## src/rtl/fb_ctrl_pkg.sv

```systemverilog
// fb_ctrl_pkg: state and write-port select encodings shared by the framebuffer draw controller
package fb_ctrl_pkg;
    typedef enum logic [2:0] {IDLE, ARM, CLEAR, DRAW, DRAIN, DONE} state_e;
    typedef enum logic [1:0] {SEL_NONE, SEL_CLEAR, SEL_RENDER} sel_e;
endpackage

```

## src/rtl/fb_clear_seq.sv

```systemverilog
// fb_clear_seq: linear address sweep 0..N-1 with registered write outputs
module fb_clear_seq #(
    parameter int N  = 57600,
    parameter int AW = $clog2(N)
) (
    input  logic          clk,
    input  logic          rst_n,
    input  logic          start,
    input  logic          stop,
    output logic          we,
    output logic [AW-1:0] addr,
    output logic          last
);
    assign last = we && addr == AW'(N - 1);

    always_ff @(posedge clk) begin
        if (!rst_n || stop) begin
            we   <= 1'b0;
            addr <= '0;
        end else if (start) begin
            we   <= 1'b1;
            addr <= '0;
        end else if (we) begin
            we   <= !last;
            addr <= last ? '0 : addr + 1'b1;
        end
    end
endmodule

```

## src/rtl/fb_draw_ctrl.sv

```systemverilog
// fb_draw_ctrl: per-frame clear/render/drain sequencer owning the framebuffer write port
module fb_draw_ctrl
    import fb_ctrl_pkg::*;
#(
    parameter int CIDXW     = 4,
    parameter int FB_WIDTH  = 320,
    parameter int FB_HEIGHT = 180,
    parameter int FB_ADDRW  = $clog2(FB_WIDTH * FB_HEIGHT),
    parameter int LAT_ADDR  = 3
) (
    input  logic                clk,
    input  logic                rst_n,
    input  logic                frame,
    input  logic                cmd_start,
    input  logic                cmd_clear,
    input  logic                cmd_auto,
    input  logic                cmd_abort,
    input  logic [CIDXW-1:0]    bg_cidx,
    output logic                render_start,
    input  logic                render_done,
    input  logic                rw_we,
    input  logic [FB_ADDRW-1:0] rw_addr,
    input  logic [CIDXW-1:0]    rw_cidx,
    output logic                fb_we,
    output logic [FB_ADDRW-1:0] fb_addr,
    output logic [CIDXW-1:0]    fb_cidx,
    output logic                busy,
    output logic                done
);
    localparam int DW = LAT_ADDR > 1 ? $clog2(LAT_ADDR) : 1;

    state_e              state, next;
    sel_e                sel;
    logic                clr_q, was_draw, cs_start, cs_we, cs_last;
    logic [CIDXW-1:0]    bg_q;
    logic [DW-1:0]       dcnt;
    logic [FB_ADDRW-1:0] cs_addr;

    assign cs_start = state == ARM && frame && clr_q && !cmd_abort;

    fb_clear_seq #(.N(FB_WIDTH * FB_HEIGHT), .AW(FB_ADDRW)) u_clear (
        .clk  (clk),
        .rst_n(rst_n),
        .start(cs_start),
        .stop (cmd_abort),
        .we   (cs_we),
        .addr (cs_addr),
        .last (cs_last)
    );

    always_ff @(posedge clk) begin
        if (!rst_n) begin
            state    <= IDLE;
            clr_q    <= 1'b0;
            bg_q     <= '0;
            was_draw <= 1'b0;
            dcnt     <= '0;
        end else begin
            state    <= next;
            was_draw <= state == DRAW;
            dcnt     <= state == DRAIN ? dcnt + 1'b1 : '0;
            if (state == IDLE && cmd_start && !cmd_abort) begin
                clr_q <= cmd_clear;
                bg_q  <= bg_cidx;
            end
        end
    end

    // render_done in the first DRAW cycle is stale, so only honour it once was_draw is set
    always_comb begin
        next = state;
        case (state)
            IDLE:    next = cmd_start ? ARM : IDLE;
            ARM:     next = frame ? (clr_q ? CLEAR : DRAW) : ARM;
            CLEAR:   next = cs_last ? DRAW : CLEAR;
            DRAW:    next = render_done && was_draw ? DRAIN : DRAW;
            DRAIN:   next = dcnt == DW'(LAT_ADDR - 1) ? DONE : DRAIN;
            DONE:    next = cmd_auto ? ARM : IDLE;
            default: next = IDLE;
        endcase
        if (cmd_abort) next = IDLE;
    end

    assign sel = state == CLEAR ? SEL_CLEAR
               : (state == DRAW || state == DRAIN) ? SEL_RENDER : SEL_NONE;

    assign fb_we   = sel == SEL_CLEAR ? cs_we   : sel == SEL_RENDER ? rw_we   : 1'b0;
    assign fb_addr = sel == SEL_CLEAR ? cs_addr : sel == SEL_RENDER ? rw_addr : '0;
    assign fb_cidx = sel == SEL_CLEAR ? bg_q    : sel == SEL_RENDER ? rw_cidx : '0;

    assign render_start = state == DRAW && !was_draw;
    assign busy         = state != IDLE;
    assign done         = state == DONE;
endmodule

```

## config.mk

```make
export PLATFORM = sky130hd
export DESIGN_NAME = fb_draw_ctrl
export DESIGN_NICKNAME = d
export VERILOG_FILES = /design/src/rtl/fb_ctrl_pkg.sv /design/src/rtl/fb_clear_seq.sv /design/src/rtl/fb_draw_ctrl.sv
export SDC_FILE = /design/constraint.sdc
export NUM_CORES = 1
export LEC_CHECK = 0
export ABC_AREA = 0
export BUFFER_PORTS_ARGS = -buffer_cell sky130_fd_sc_hd__buf_2
export CAP_MARGIN = 20
export CORE_MARGIN = 5
export CORE_UTILIZATION = 40
export CTS_CLUSTER_DIAMETER = 60
export DETAILED_ROUTE_END_ITERATION = 6
export PLACE_DENSITY = 0.67
export SETUP_SLACK_MARGIN = 0.3
export SYNTH_ARGS = -nofsm -noshare
export SYNTH_HDL_FRONTEND = slang
export SYNTH_HIERARCHICAL = 1
export SYNTH_SLANG_ARGS = --single-unit
```

## constraint.sdc

```tcl
create_clock -name clk -period 6 [get_ports clk]
set_clock_uncertainty 0.05 [all_clocks]
set_input_delay 0.6 -clock clk [delete_from_list [all_inputs] [get_ports clk]]
set_output_delay 0.6 -clock clk [all_outputs]
set_load 0.05 [all_outputs]
```

==> results.py <==
metrics = {
    "die": {
        "core_area_um2": 3660,
        "die-height_um": 71.5,
        "dieArea_um2": 5110,
        "ios": 57,
        "die_width_um": 71.5,
        "initial_core_util": 0.413,
        "rows": 22,
    },
    "global_routing": {
        "gr-total-overflow": 0,
        "grt_usage": 0.143,
        "busiest_layer": "met2",
        "grt_antenna_before_repair": 0,
        "maximum_number_of_pins_on_one_net_before_global_route_repair": 22,
        "met3_track_usage_gr": 0.0196,
        "grt_pass1_wl_um": 6070,
        "globalRouteMet1Util": 0.211,
        "grt_pass1_vias": 1345,
        "met2_usage": 0.213,
    },
    "pwr": {
        "netSwitchingFraction": 0.215,
        "ir_worst_vdd_mv": 0.0806,
        "reported_net_switching_power_uw": 71.6,
        "seq_power_share": 0.572,
        "power.share.clock": 0.341,
        "p_int_uw": 261,
        "power.density_cell_area_nw_per_um2": 178,
        "combinationalPowerShare": 0.087,
        "leakagePower_uw": 0.000808,
    },
    "worst_setup_path": {
        "capturing_instance_or_port_of_the_critical_path": "fb_cidx[0]",
        "timing.critical_path.required_ns": 5.35,
        "slowest_stage": "sky130_fd_sc_hd__nor3_2",
        "crit_start": "state[1]$_SDFF_PP0_",
        "worst_setup_end_kind": "output pin",
        "critical_path.top_delay_family": "buffers and inverters",
        "critical_path.startpoint_type": "register",
        "setup.reg_to_reg.worst_slack_ns": 3.65,
        "regToRegStartpoint": "u_clear/addr[8]$_SDFFE_PP0P_",
        "crit_path_max_fanout": 11,
        "reg2reg_depth": 7,
        "worst-endpoint-arrival_ns": 2.08,
        "critical_path_class": "register to output pin",
        "critical_path_depth": 5,
        "timing.critical_path.buf_inv": 3,
        "slowest_delay_ns": 0.55,
        "worstPathCellList": "inv_1 > nor3_2 > buf_4 > a22o_1 > buf_2",
        "critical_path.reg2reg.endpoint": "state[0]$_SDFF_PP0_",
    },
    "cells_and_area": {
        "nets": 259,
        "layout.cells.most_common": "sky130_fd_sc_hd__buf_2",
        "diodes": 0,
        "fillerInstances": 352,
        "drive_above_1_share": 0.300,
        "flow.area_growth_from_synthesis_pct": 23.6,
        "post_layout_nonfiller_instances": 271,
        "highest_count_cells_in_the_layout_ignoring_fill_and_taps": "56 x sky130_fd_sc_hd__buf_2, 28 x sky130_fd_sc_hd__dfxtp_1, 21 x sky130_fd_sc_hd__a22o_1",
        "layout.cell_area.non_filler_um2": 1870,
    },
    "timing": {
        "finalSetupViolations": 0,
        "achievable_clock_frequency_ghz": 0.366,
        "final.min_clock_period_ns": 2.73,
        "final_min_period_over_clock_period": 0.455,
        "grt_setup_unrepaired": "false",
        "timing_max_transition_violations_final": 0,
        "timing_worst_slew_pin_value_ns": 0.695,
        "timing.slew.headroom": 0.534,
        "accumulated_negative_setup_slack_ns": 0,
        "hold-worst-slack_ns": 0.363,
        "finalHoldViolCount": 0,
    },
    "synth": {
        "seq_area_frac_synth": 0.371,
        "ys_async_sr_fraction": 0,
        "number_of_distinct_standard_cells_referenced_by_the_synthesized_netlist": 38,
        "synth_enable_flop_cells": 0,
        "yosys-top-cells-area": "sky130_fd_sc_hd__dfxtp_1 37%, sky130_fd_sc_hd__a22o_1 12%, sky130_fd_sc_hd__nor2_1 4.7%",
        "syn-num-nets": 206,
        "syn-cell-area_um2": 1510,
        "synth_warnings": 6,
        "synth-seq-cells": 28,
        "syn_avg_cell_area_um2": 8.85,
        "post_syn_instances": 171,
        "dominantRegCellSynth": "sky130_fd_sc_hd__dfxtp_1",
        "synth_top_cell_by_area": "sky130_fd_sc_hd__dfxtp_1",
        "yosysTopAreaCellShare": 0.371,
    },
    "cts": {
        "cts_root_buffer": "sky130_fd_sc_hd__clkbuf_8",
        "path_clk_slew_ns": 0.09,
        "postCtsResizedCells": 0,
        "cts_hold_buf": 0,
        "total_clock_buffers_created_by_cts": 3,
        "clkLatencyLatePin_ns": 0.27,
        "ctsLongestPathBuffers": 2,
        "cts_setup_buffers": 0,
        "tritoncts_clock_tree": "done",
        "cts.sinks": 28,
        "clock_tree.htree_level_count": 1,
    },
    "drt": {
        "routed_wl_um": 3590,
        "detail_route.vias_per_cell": 5.23,
        "drt_iter0_drcs": 89,
        "wire_per_inst_um": 13.3,
        "ant_nets": 0,
        "post_route_drc": 0,
        "num_vias": 1418,
        "drt_pass1_iterations": 4,
    },
    "placed_design": {
        "place.detailed.instances": 267,
        "dp.final_hpwl_um": 2690,
        "gpl.final_weighted_congestion": 0.812,
        "io_buffer_count": 56,
        "placed_cell_area_um2": 1810,
    },
    "min_path": {
        "min_path_type": "register to register",
    },
    "outcome": {
        "outcome": "completed",
    },
    "job": {
        "maxCapViolations": 0,
    },
}
sequential cells by signal, indices dropped and copies added (netlist names):
name / flops
bg_q: 4
dcnt: 2
was_draw: 1
clr_q: 1
u_clear/we: 1
state: 3
u_clear/addr: 16
worst min path at each step:
stage / slack (ns) / start / to / depth (start not counted)
after floorplan: 0.34 / dcnt[0]$_SDFF_PN0_ / dcnt[0]$_SDFF_PN0_ / 1
after global placement: 0.35 / dcnt[0]$_SDFF_PN0_ / dcnt[0]$_SDFF_PN0_ / 1
after detailed placement: 0.36 / dcnt[0]$_SDFF_PN0_ / dcnt[0]$_SDFF_PN0_ / 1
after CTS: 0.37 / dcnt[0]$_SDFF_PN0_ / dcnt[0]$_SDFF_PN0_ / 1
after global routing: 0.39 / dcnt[0]$_SDFF_PN0_ / dcnt[0]$_SDFF_PN0_ / 1
final: 0.36 / dcnt[0]$_SDFF_PN0_ / dcnt[0]$_SDFF_PN0_ / 1
logic make-up (layout without fill, tap and decap cells):
group                    after synthesis  count (layout)  synth area share
AO/OA/AOI/OAI                         35              35             0.187
flip-flops                            28              28             0.371
multiplexers                           6               6            0.0397
adder cells (fa/ha/maj)                2               2            0.0165
AND/OR/NAND/NOR                       74              74             0.267
XOR/XNOR                              13              13            0.0753
buffers and inverters                 13              65            0.0438
synth_stat cells, types with 2 or more instances:
cell type / count
sky130_fd_sc_hd__dfxtp_1: 28
sky130_fd_sc_hd__a22o_1: 21
sky130_fd_sc_hd__nor2_1: 19
sky130_fd_sc_hd__nand2_1: 12
sky130_fd_sc_hd__nand4_1: 7
sky130_fd_sc_hd__xor2_1: 7
sky130_fd_sc_hd__mux2i_1: 6
sky130_fd_sc_hd__nor2b_1: 6
sky130_fd_sc_hd__xnor2_1: 6
sky130_fd_sc_hd__clkbuf_1: 5
sky130_fd_sc_hd__nor3_1: 5
sky130_fd_sc_hd__inv_1: 4
sky130_fd_sc_hd__a21oi_1: 3
sky130_fd_sc_hd__nand2b_1: 3
sky130_fd_sc_hd__nand3_1: 3
sky130_fd_sc_hd__o21ai_0: 3
sky130_fd_sc_hd__or4_1: 3
sky130_fd_sc_hd__a211oi_1: 2
sky130_fd_sc_hd__a31oi_1: 2
sky130_fd_sc_hd__and2_1: 2
sky130_fd_sc_hd__and3_1: 2
sky130_fd_sc_hd__and4_1: 2
sky130_fd_sc_hd__buf_2: 2
sky130_fd_sc_hd__buf_6: 2
sky130_fd_sc_hd__ha_1: 2
sky130_fd_sc_hd__or3_1: 2
worst register-to-register path, cell delays in order, from the launching register on:
cell,delay (ns)
sky130_fd_sc_hd__dfxtp_1,0.39
sky130_fd_sc_hd__or4_1,0.55
sky130_fd_sc_hd__or4b_4,0.56
sky130_fd_sc_hd__nor2_1,0.12
sky130_fd_sc_hd__nand2_1,0.06
sky130_fd_sc_hd__a2bb2oi_1,0.13
sky130_fd_sc_hd__or3_1,0.30
sky130_fd_sc_hd__o311ai_0,0.08
per-stage QoR:
step           utilization  total power [µW]  setup WS (ns)
3_3_place_gp         0.496               224           3.53
6_report             0.511               332           3.27
5_1_grt              0.511               349           3.10
2_1_floorplan            -               211           3.75
3_5_place_dp         0.496               224           3.54
4_1_cts              0.511               337           3.23
layer usage:
layer / up-vias / part of all wire
met1: 641 / 0.49
met3: 2 / 0.076
met2: 49 / 0.43
met5: - / 0
li1: 726 / -
met4: 0 / 0.0095
area by class of cell:
class | instances | area (µm²) | area share
clock buffers | 4 | 55.1 | 0.0295
inverters | 4 | 15.0 | 0.00803
multi-input cells | 130 | 891 | 0.477
flip-flops and latches | 28 | 561 | 0.300
well taps | 48 | 60.1 | 0.0321
repair buffers | 57 | 288 | 0.154
power by group through the flow:
stage | Combinational, µW | Clock (µW) | Sequential [µW]
after floorplan | 16.7 | 0 | 194
after global placement | 29.2 | 0 | 195
after detailed placement | 29.3 | 0 | 194
after CTS | 29.4 | 117 | 190
after global routing | 32.7 | 126 | 191
final | 29.1 | 113 | 190
No activity file was read; power rests on OpenSTA's default activity.
